[src/rtl/uart_rx_endpoint.sv]
// 16x-oversampled UART receiver: 2-flop synchroniser, start/data/parity/stop FSM,
// byte presented on a valid/ready handshake with per-byte error flags and sticky overrun.
module uart_rx_endpoint #(
  parameter int SYS_CLK_FREQ = 100000000,
  parameter int BAUD_RATE    = 115200,
  parameter int DATA_BITS    = 8,
  parameter int PARITY_MODE  = 0
) (
  input  logic                 clk,
  input  logic                 rst,
  input  logic                 rx,
  output logic [DATA_BITS-1:0] rx_data,
  output logic                 rx_valid,
  input  logic                 rx_ready,
  output logic                 parity_err,
  output logic                 frame_err,
  output logic                 overrun,
  input  logic                 overrun_clr,
  output logic                 busy
);

  localparam int TICK_RAW = SYS_CLK_FREQ / (BAUD_RATE * 16);
  localparam int TICK_DIV = (TICK_RAW < 1) ? 1 : TICK_RAW;
  localparam int TW       = (TICK_DIV > 1) ? $clog2(TICK_DIV) : 1;
  localparam logic PAR_ODD = (PARITY_MODE == 1);

  typedef enum logic [2:0] {
    S_IDLE,
    S_START,
    S_DATA,
    S_PARITY,
    S_STOP,
    S_BREAK
  } state_t;

  logic                 meta_q, rx_s_q, rx_prev_q, idle_seen_q;
  logic [1:0]           fill_q;
  logic [TW-1:0]        tick_cnt_q, tick_cnt_d;
  logic                 tick, fall, start_det;
  state_t               state_q, state_d;
  logic [3:0]           os_cnt_q, os_cnt_d;
  logic [2:0]           bit_idx_q, bit_idx_d;
  logic [DATA_BITS-1:0] shift_q, shift_d;
  logic                 perr_q, perr_d;
  logic                 ferr_q, ferr_d;
  logic                 dlv_q, dlv_d;
  logic [DATA_BITS-1:0] rx_data_q, rx_data_d;
  logic                 rx_valid_q, rx_valid_d;
  logic                 parity_err_q, parity_err_d;
  logic                 frame_err_q, frame_err_d;
  logic                 overrun_q, overrun_d;
  logic                 load;

  // fill_q marks when rx_s_q holds a real line sample rather than its reset value,
  // so a line held low through reset is never mistaken for an idle-to-start edge.
  always_ff @(posedge clk or posedge rst) begin
    if (rst) begin
      meta_q      <= 1'b1;
      rx_s_q      <= 1'b1;
      rx_prev_q   <= 1'b1;
      fill_q      <= 2'b00;
      idle_seen_q <= 1'b0;
    end else begin
      meta_q    <= rx;
      rx_s_q    <= meta_q;
      rx_prev_q <= rx_s_q;
      fill_q    <= {fill_q[0], 1'b1};
      if (fill_q[1] && rx_s_q) idle_seen_q <= 1'b1;
    end
  end

  assign tick      = (tick_cnt_q == TW'(TICK_DIV - 1));
  assign fall      = idle_seen_q && rx_prev_q && !rx_s_q;
  assign start_det = (state_q == S_IDLE) && fall;

  always_comb begin
    tick_cnt_d = tick_cnt_q + TW'(1);
    if (start_det || tick) tick_cnt_d = '0;
  end

  always_comb begin
    state_d   = state_q;
    os_cnt_d  = os_cnt_q;
    bit_idx_d = bit_idx_q;
    shift_d   = shift_q;
    perr_d    = perr_q;
    ferr_d    = ferr_q;
    dlv_d     = 1'b0;
    case (state_q)
      S_IDLE: begin
        if (fall) begin
          state_d  = S_START;
          os_cnt_d = 4'd0;
          perr_d   = 1'b0;
        end
      end
      S_START: begin
        if (tick) begin
          if (os_cnt_q == 4'd7) begin
            os_cnt_d  = 4'd0;
            bit_idx_d = 3'd0;
            state_d   = rx_s_q ? S_IDLE : S_DATA;
          end else begin
            os_cnt_d = os_cnt_q + 4'd1;
          end
        end
      end
      S_DATA: begin
        if (tick) begin
          if (os_cnt_q == 4'd15) begin
            // Right-shift in: after DATA_BITS samples the first-received bit sits at bit 0.
            shift_d   = {rx_s_q, shift_q[DATA_BITS-1:1]};
            os_cnt_d  = 4'd0;
            bit_idx_d = bit_idx_q + 3'd1;
            if (bit_idx_q == 3'(DATA_BITS - 1))
              state_d = (PARITY_MODE != 0) ? S_PARITY : S_STOP;
          end else begin
            os_cnt_d = os_cnt_q + 4'd1;
          end
        end
      end
      S_PARITY: begin
        if (tick) begin
          if (os_cnt_q == 4'd15) begin
            perr_d   = rx_s_q ^ (^shift_q) ^ PAR_ODD;
            os_cnt_d = 4'd0;
            state_d  = S_STOP;
          end else begin
            os_cnt_d = os_cnt_q + 4'd1;
          end
        end
      end
      S_STOP: begin
        if (tick) begin
          if (os_cnt_q == 4'd15) begin
            dlv_d    = 1'b1;
            ferr_d   = !rx_s_q;
            os_cnt_d = 4'd0;
            state_d  = rx_s_q ? S_IDLE : S_BREAK;
          end else begin
            os_cnt_d = os_cnt_q + 4'd1;
          end
        end
      end
      S_BREAK: begin
        if (rx_s_q) state_d = S_IDLE;
      end
      default: state_d = S_IDLE;
    endcase
  end

  // Delivery slot: accept into the holding register only if it is free or draining this cycle.
  always_comb begin
    load         = dlv_q && (!rx_valid_q || rx_ready);
    rx_valid_d   = (rx_valid_q && !rx_ready) || load;
    rx_data_d    = rx_data_q;
    parity_err_d = parity_err_q;
    frame_err_d  = frame_err_q;
    if (load) begin
      rx_data_d    = shift_q;
      parity_err_d = perr_q;
      frame_err_d  = ferr_q;
    end
    overrun_d = overrun_q || (dlv_q && !load);
    if (overrun_clr) overrun_d = 1'b0;
  end

  always_ff @(posedge clk or posedge rst) begin
    if (rst) begin
      tick_cnt_q   <= '0;
      state_q      <= S_IDLE;
      os_cnt_q     <= 4'd0;
      bit_idx_q    <= 3'd0;
      shift_q      <= '0;
      perr_q       <= 1'b0;
      ferr_q       <= 1'b0;
      dlv_q        <= 1'b0;
      rx_data_q    <= '0;
      rx_valid_q   <= 1'b0;
      parity_err_q <= 1'b0;
      frame_err_q  <= 1'b0;
      overrun_q    <= 1'b0;
    end else begin
      tick_cnt_q   <= tick_cnt_d;
      state_q      <= state_d;
      os_cnt_q     <= os_cnt_d;
      bit_idx_q    <= bit_idx_d;
      shift_q      <= shift_d;
      perr_q       <= perr_d;
      ferr_q       <= ferr_d;
      dlv_q        <= dlv_d;
      rx_data_q    <= rx_data_d;
      rx_valid_q   <= rx_valid_d;
      parity_err_q <= parity_err_d;
      frame_err_q  <= frame_err_d;
      overrun_q    <= overrun_d;
    end
  end

  assign rx_data    = rx_data_q;
  assign rx_valid   = rx_valid_q;
  assign parity_err = parity_err_q;
  assign frame_err  = frame_err_q;
  assign overrun    = overrun_q;
  assign busy       = (state_q != S_IDLE);

endmodule
[config.mk]
export PLATFORM = sky130hd
export DESIGN_NAME = uart_rx_endpoint
export DESIGN_NICKNAME = d
export VERILOG_FILES = /design/src/rtl/uart_rx_endpoint.sv
export SDC_FILE = /design/constraint.sdc
export NUM_CORES = 1
export LEC_CHECK = 0
export ABC_CLOCK_PERIOD_IN_PS = 2800
export BUFFER_PORTS_ARGS = -buffer_cell sky130_fd_sc_hd__buf_2
export CORE_AREA = 10 10 69 94
export DETAILED_ROUTE_END_ITERATION = 10
export DIE_AREA = 0 0 79 104
export SLEW_MARGIN = 20
export SYNTH_ARGS = -nofsm -noshare
export SYNTH_HDL_FRONTEND = slang
export SYNTH_SLANG_ARGS = --single-unit
[constraint.sdc]
create_clock -name clk -period 2.8 [get_ports clk]
set_clock_uncertainty 0.1 [all_clocks]
set_input_delay 0.14 -clock clk [delete_from_list [all_inputs] [get_ports clk]]
set_output_delay 0.14 -clock clk [all_outputs]
set_load 0.005 [all_outputs]
# Word level (Yosys, flattened, before mapping)
# Cells that the tools add are included.
# op_classes
bitwise	1
n_addsub	3
n_eq_ne	21
muxes	34
n_reduce_logical	28
# op_table
cell	n
2-to-1 mux 3 bit	16
!= test 2 bit, second input constant	11
2-to-1 mux 4 bit	5
case mux 3 bit (6 select lines)	1
case mux 4 bit (3 select lines)	1
AND reduction 11 bit	1
== test 3 bit, second input constant	3
AND reduction 4 bit	2
XOR reduction 8 bit	1
logical AND 1 bit	7
2-to-1 mux 1 bit	7
adder 6 x 1 -> 6 bit, second input constant	1
== test 3 x 2 -> 1 bit, second input constant	2
== test 6 bit, second input constant	1
2-to-1 mux 6 bit	1
case mux 3 bit (2 select lines)	1
AND reduction 3 bit	2
nonzero test 3 bit	2
AND reduction 5 bit	1
adder 4 x 1 -> 4 bit, second input constant	1
== test 4 x 3 -> 1 bit, second input constant	1
== test 4 bit, second input constant	1
logical NOT 1 bit	4
logical OR 1 bit	4
9 further kinds	10
# totals
ff_bits	45
word_cells	105
input_bits	5

# Logic depth before layout (Yosys ltp)
# logic_depth
word_depth	7
depth_mapped	7
ltp_nobuf	7

# Least setup slack after synthesis
# No wires, ideal clock.
# synth_timing
path_type	reg2reg
from	reg tick_cnt_q[1]
to	reg shift_q[0]
stages_incl_launch_ff	7
setup_ns	0.128
t_arrival_ns	1.454
path_buffers	0
slack_ns	1.118
period_less_slack_ns	1.682
required_ns	2.572
cell_sequence	dfrtp_1 -> inv_1 -> ha_1 -> nand4b_1 -> nor3_4 -> nand2_2 -> mux2_1
# synth_between
elab_chain_cells	2
# synth_rtl
element	line	source
from (decl)	38	logic [TW-1:0] tick_cnt_q, tick_cnt_d;
from (signal assigned)	184	tick_cnt_q <= tick_cnt_d;
== test 6 bit	72	assign tick = (tick_cnt_q == TW'(TICK_DIV - 1));
AND reduction 3 bit (no source line)	n/a	
to (signal assigned)	188	shift_q <= shift_d;
to (decl)	43	logic [DATA_BITS-1:0] shift_q, shift_d;
# Every way passes these cells.
# A chain may end at the register's enable or synchronous reset.

# Worst setup path after layout
# layout_timing
from	reg state_q[2]
to	reg os_cnt_q[3]
# layout_between
elab_chain_cells	4
word_cells_on_any_way	12
cone_classes	7 x eq/ne; 1 x mux; 4 x reduce/logical
# layout_rtl
element	line	source
from (decl)	40	state_t state_q, state_d;
from (signal assigned)	185	state_q <= state_d;
== test 3 bit or == test 3 x 2 -> 1 bit (tied branches)	89	case (state_q)
OR reduction 3 bit (no source line)	n/a	
!= test 2 x 1 -> 1 bit (no source line) or nonzero test 3 bit (tied branches)	n/a	
AND reduction 4 bit (no source line)	n/a	
to (signal assigned)	186	os_cnt_q <= os_cnt_d;
to (decl)	41	logic [3:0] os_cnt_q, os_cnt_d;
# Several ways; a longest one is shown, not always the timed one.

==> impl_metrics.json <==
{
  "placed_area_mm2": 0.00222,
  "yosys_warnings": 0,
  "port_buffers": 17,
  "synth.most_common_cell": "dfrtp_1",
  "fmax_mhz": 513,
  "hold_class": "input pin to flop",
  "cts.sinks": 45,
  "drv_slew": 0,
  "grt_pass1_wl_um": 6470,
  "synth-seq-cells": 45,
  "clk_path_buf_depth": 2,
  "synth_top_area_cell": "dfrtp_1",
  "synth_cell_types": 45,
  "cp_max_fo": 14,
  "io_pins": 18,
  "synth_top_area_share_pct": 50.8,
  "num_vias": 1367,
  "syn_avg_cell_area_um2": 11.8,
  "area_delta_synth_final_pct": 13.1,
  "syn_inst": 176,
  "ys.flop_type": "dfrtp_1",
  "critical_path.startpoint_type": "flop",
  "grt_util_all_layers_pct": 9.61,
  "diodes": 0,
  "synth_fp_nets": 186,
  "synth_edf_count": 0,
  "crit_arrival_ns": 2.03,
  "grt_pass1_vias": 1398,
  "placementRows": 30,
  "nNetsFinal": 209,
  "antenna_found_initial": 0,
  "fin_area_mm2": 0.00234,
  "rsz0062_at_grt": "false",
  "finalSetupViolations": 0,
  "status": "complete, no violations",
  "htreeDepth": 2,
  "finalSetupTns_ns": 0,
  "p_seq_share_pct": 56.1,
  "start_util_pct": 43.1,
  "cts_tree": "yes",
  "drive_above_1_share_pct": 25.5,
  "vdd_drop_max_uv": 314,
  "cts_inserted_buffers": 5,
  "reg2regPathDepth": 4,
  "routed_via_density": 5.18,
  "wl_um": 3590,
  "drt_iter0_drc": 113,
  "p_leak_nw": 1.10,
  "drtAntennaViolNets": 0,
  "clk_latency_ns": 0.30,
  "p_int_mw": 0.971,
  "p_sw_mw": 0.380,
  "dp_hpwl_um": 2740,
  "ys_async_sr_fraction_pct": 100,
  "swShare_pct": 28.1,
  "drt-pass1-iter-count": 4,
  "wl_per_cell_um": 13.6,
  "reg2reg_slack_ns": 0.85,
  "cp-end-kind": "flop",
  "synthTopCellsByCount": "dfrtp_1 (42), nor2_1 (15), nand2_1 (13), xnor2_1 (11), mux2_2 (10)",
  "finalCritPeriodShare_pct": 69.6,
  "powerDensity_mw_per_mm2": 578,
  "cts-resized-gates": 0,
  "clockRootBuffer": "clkbuf_8",
  "num-fill-cells": 481,
  "die_x_um": 79,
  "die_area_mm2": 0.00822,
  "fp.dieH_um": 104,
  "gr-total-overflow": 0,
  "ys_seq_area_share_pct": 54.6,
  "critical_path_class": "flop to flop",
  "fin_crit_ns": 1.95,
  "pwr-share-clk_pct": 29.2,
  "core_area_mm2": 0.00480,
  "maxCapViolations": 0,
  "clk_pin_slew_ns": 0.08,
  "hold_depth": 4,
  "cp.required_ns": 2.89,
  "finalWeightedCongestion": 0.779,
  "pwr-share-comb_pct": 14.7,
  "grt_max_degree": 36,
  "hold_violations": 0,
  "synthTopCellsByArea": "dfrtp_1 (51%), mux2_2 (5.4%), xnor2_1 (4.7%), mux2_1 (4.4%), dfstp_2 (3.8%)",
  "drc_errors": 0,
  "syn-cell-area_mm2": 0.00207
}
[metal layers]
layer	up-vias	global-route usage, %	wire (µm)
li1	654	-	-
met1	686	10.9	1510
met2	20	15.8	1880
met3	7	3.20	132
met4	0	4.24	69
met5	-	0	0
[through the flow]
stage	power [mW]	hold slack [ns]	setup WS [ns]	instances	utilization, %
final	1.35	0.0158	0.852	264	48.7
after global routing	1.44	0.0306	0.700	264	48.7
after CTS	1.38	0.0108	0.856	264	48.7
after detailed placement	0.971	-0.0160	0.892	253	46.2
after global placement	0.955	-0.0180	0.893	253	46.2
after floorplan	0.921	0.0445	1.12	176	-
[cells in the final DEF (no fill, tap or decap), types with 3 or more instances in the layout]
master and instances:
a21o_1 3, buf_2 17, clkbuf_8 5, dfrtp_1 42
dfstp_2 3, dlygate4sd3_1 3, ha_1 5, inv_1 3
mux2_1 8, mux2_2 10, nand2_1 13, nand2b_1 4
nand3_1 4, nand4b_1 3, nor2_1 15, nor3_2 3
o21ai_1 9, xnor2_1 11
[registers in the layout, indices dropped and copies added, names as in the netlist, 2 cells and up]
| signal | count |
|---|---|
| tick_cnt_q | 6 |
| shift_q | 8 |
| os_cnt_q | 4 |
| bit_idx_q | 3 |
| state_q | 3 |
| rx_data | 8 |
| fill_q | 2 |
[power groups by stage]
stage / Sequential, mW / Combinational (mW) / Clock (mW)
CTS: 0.759 / 0.203 / 0.414
global placement: 0.770 / 0.185 / 0
detailed placement: 0.772 / 0.198 / 0
global route: 0.769 / 0.228 / 0.440
finish: 0.759 / 0.198 / 0.394
floorplan: 0.759 / 0.162 / 0
[final timing paths]
path | from | endpoint
max reg2reg | state_q[2] | os_cnt_q[3]
min in group asynchronous | rst | tick_cnt_q[1]
max | state_q[2] | os_cnt_q[3]
min reg2reg | meta_q | rx_s_q
min | rx_ready | rx_valid
max in group asynchronous | rst | rx_s_q
[cells by family (layout without fill, tap and decap cells)]
group,count (synthesis),count (layout),share of synthesized area [%]
compound gates,26,26,8.59
simple gates,57,57,15.8
xor+xnor,13,13,5.50
buf+inv,10,34,1.99
flops,45,45,54.6
mux,19,19,10.3
other cells,1,1,0.181
fa+ha+maj,5,5,3.02
[cell type report]
class / instances / area [µm²] / share of cell area [%]
Clock buffer: 5 / 68.8 / 2.94
Tap cell: 64 / 80.1 / 3.42
Clock inverter: 3 / 21.3 / 0.909
Sequential cell: 45 / 1130 / 48.3
Timing Repair Buffer: 21 / 123 / 5.24
Inverter: 5 / 18.8 / 0.802
Multi-Input combinational cell: 121 / 898 / 38.4
[repair_timing]
item | CTS | global route
hold buffers | 3 | 0
buffers inserted | 0 | 0
hold endpoints to repair | 12 | 0
[worst max-delay path: stages, from the launching register on]
cell	delay, ns
dfrtp_1	0.61
or3b_1	0.45
a211oi_2	0.25
nor2_2	0.13
a211o_1	0.30
No activity file was read; power rests on OpenSTA's default activity.
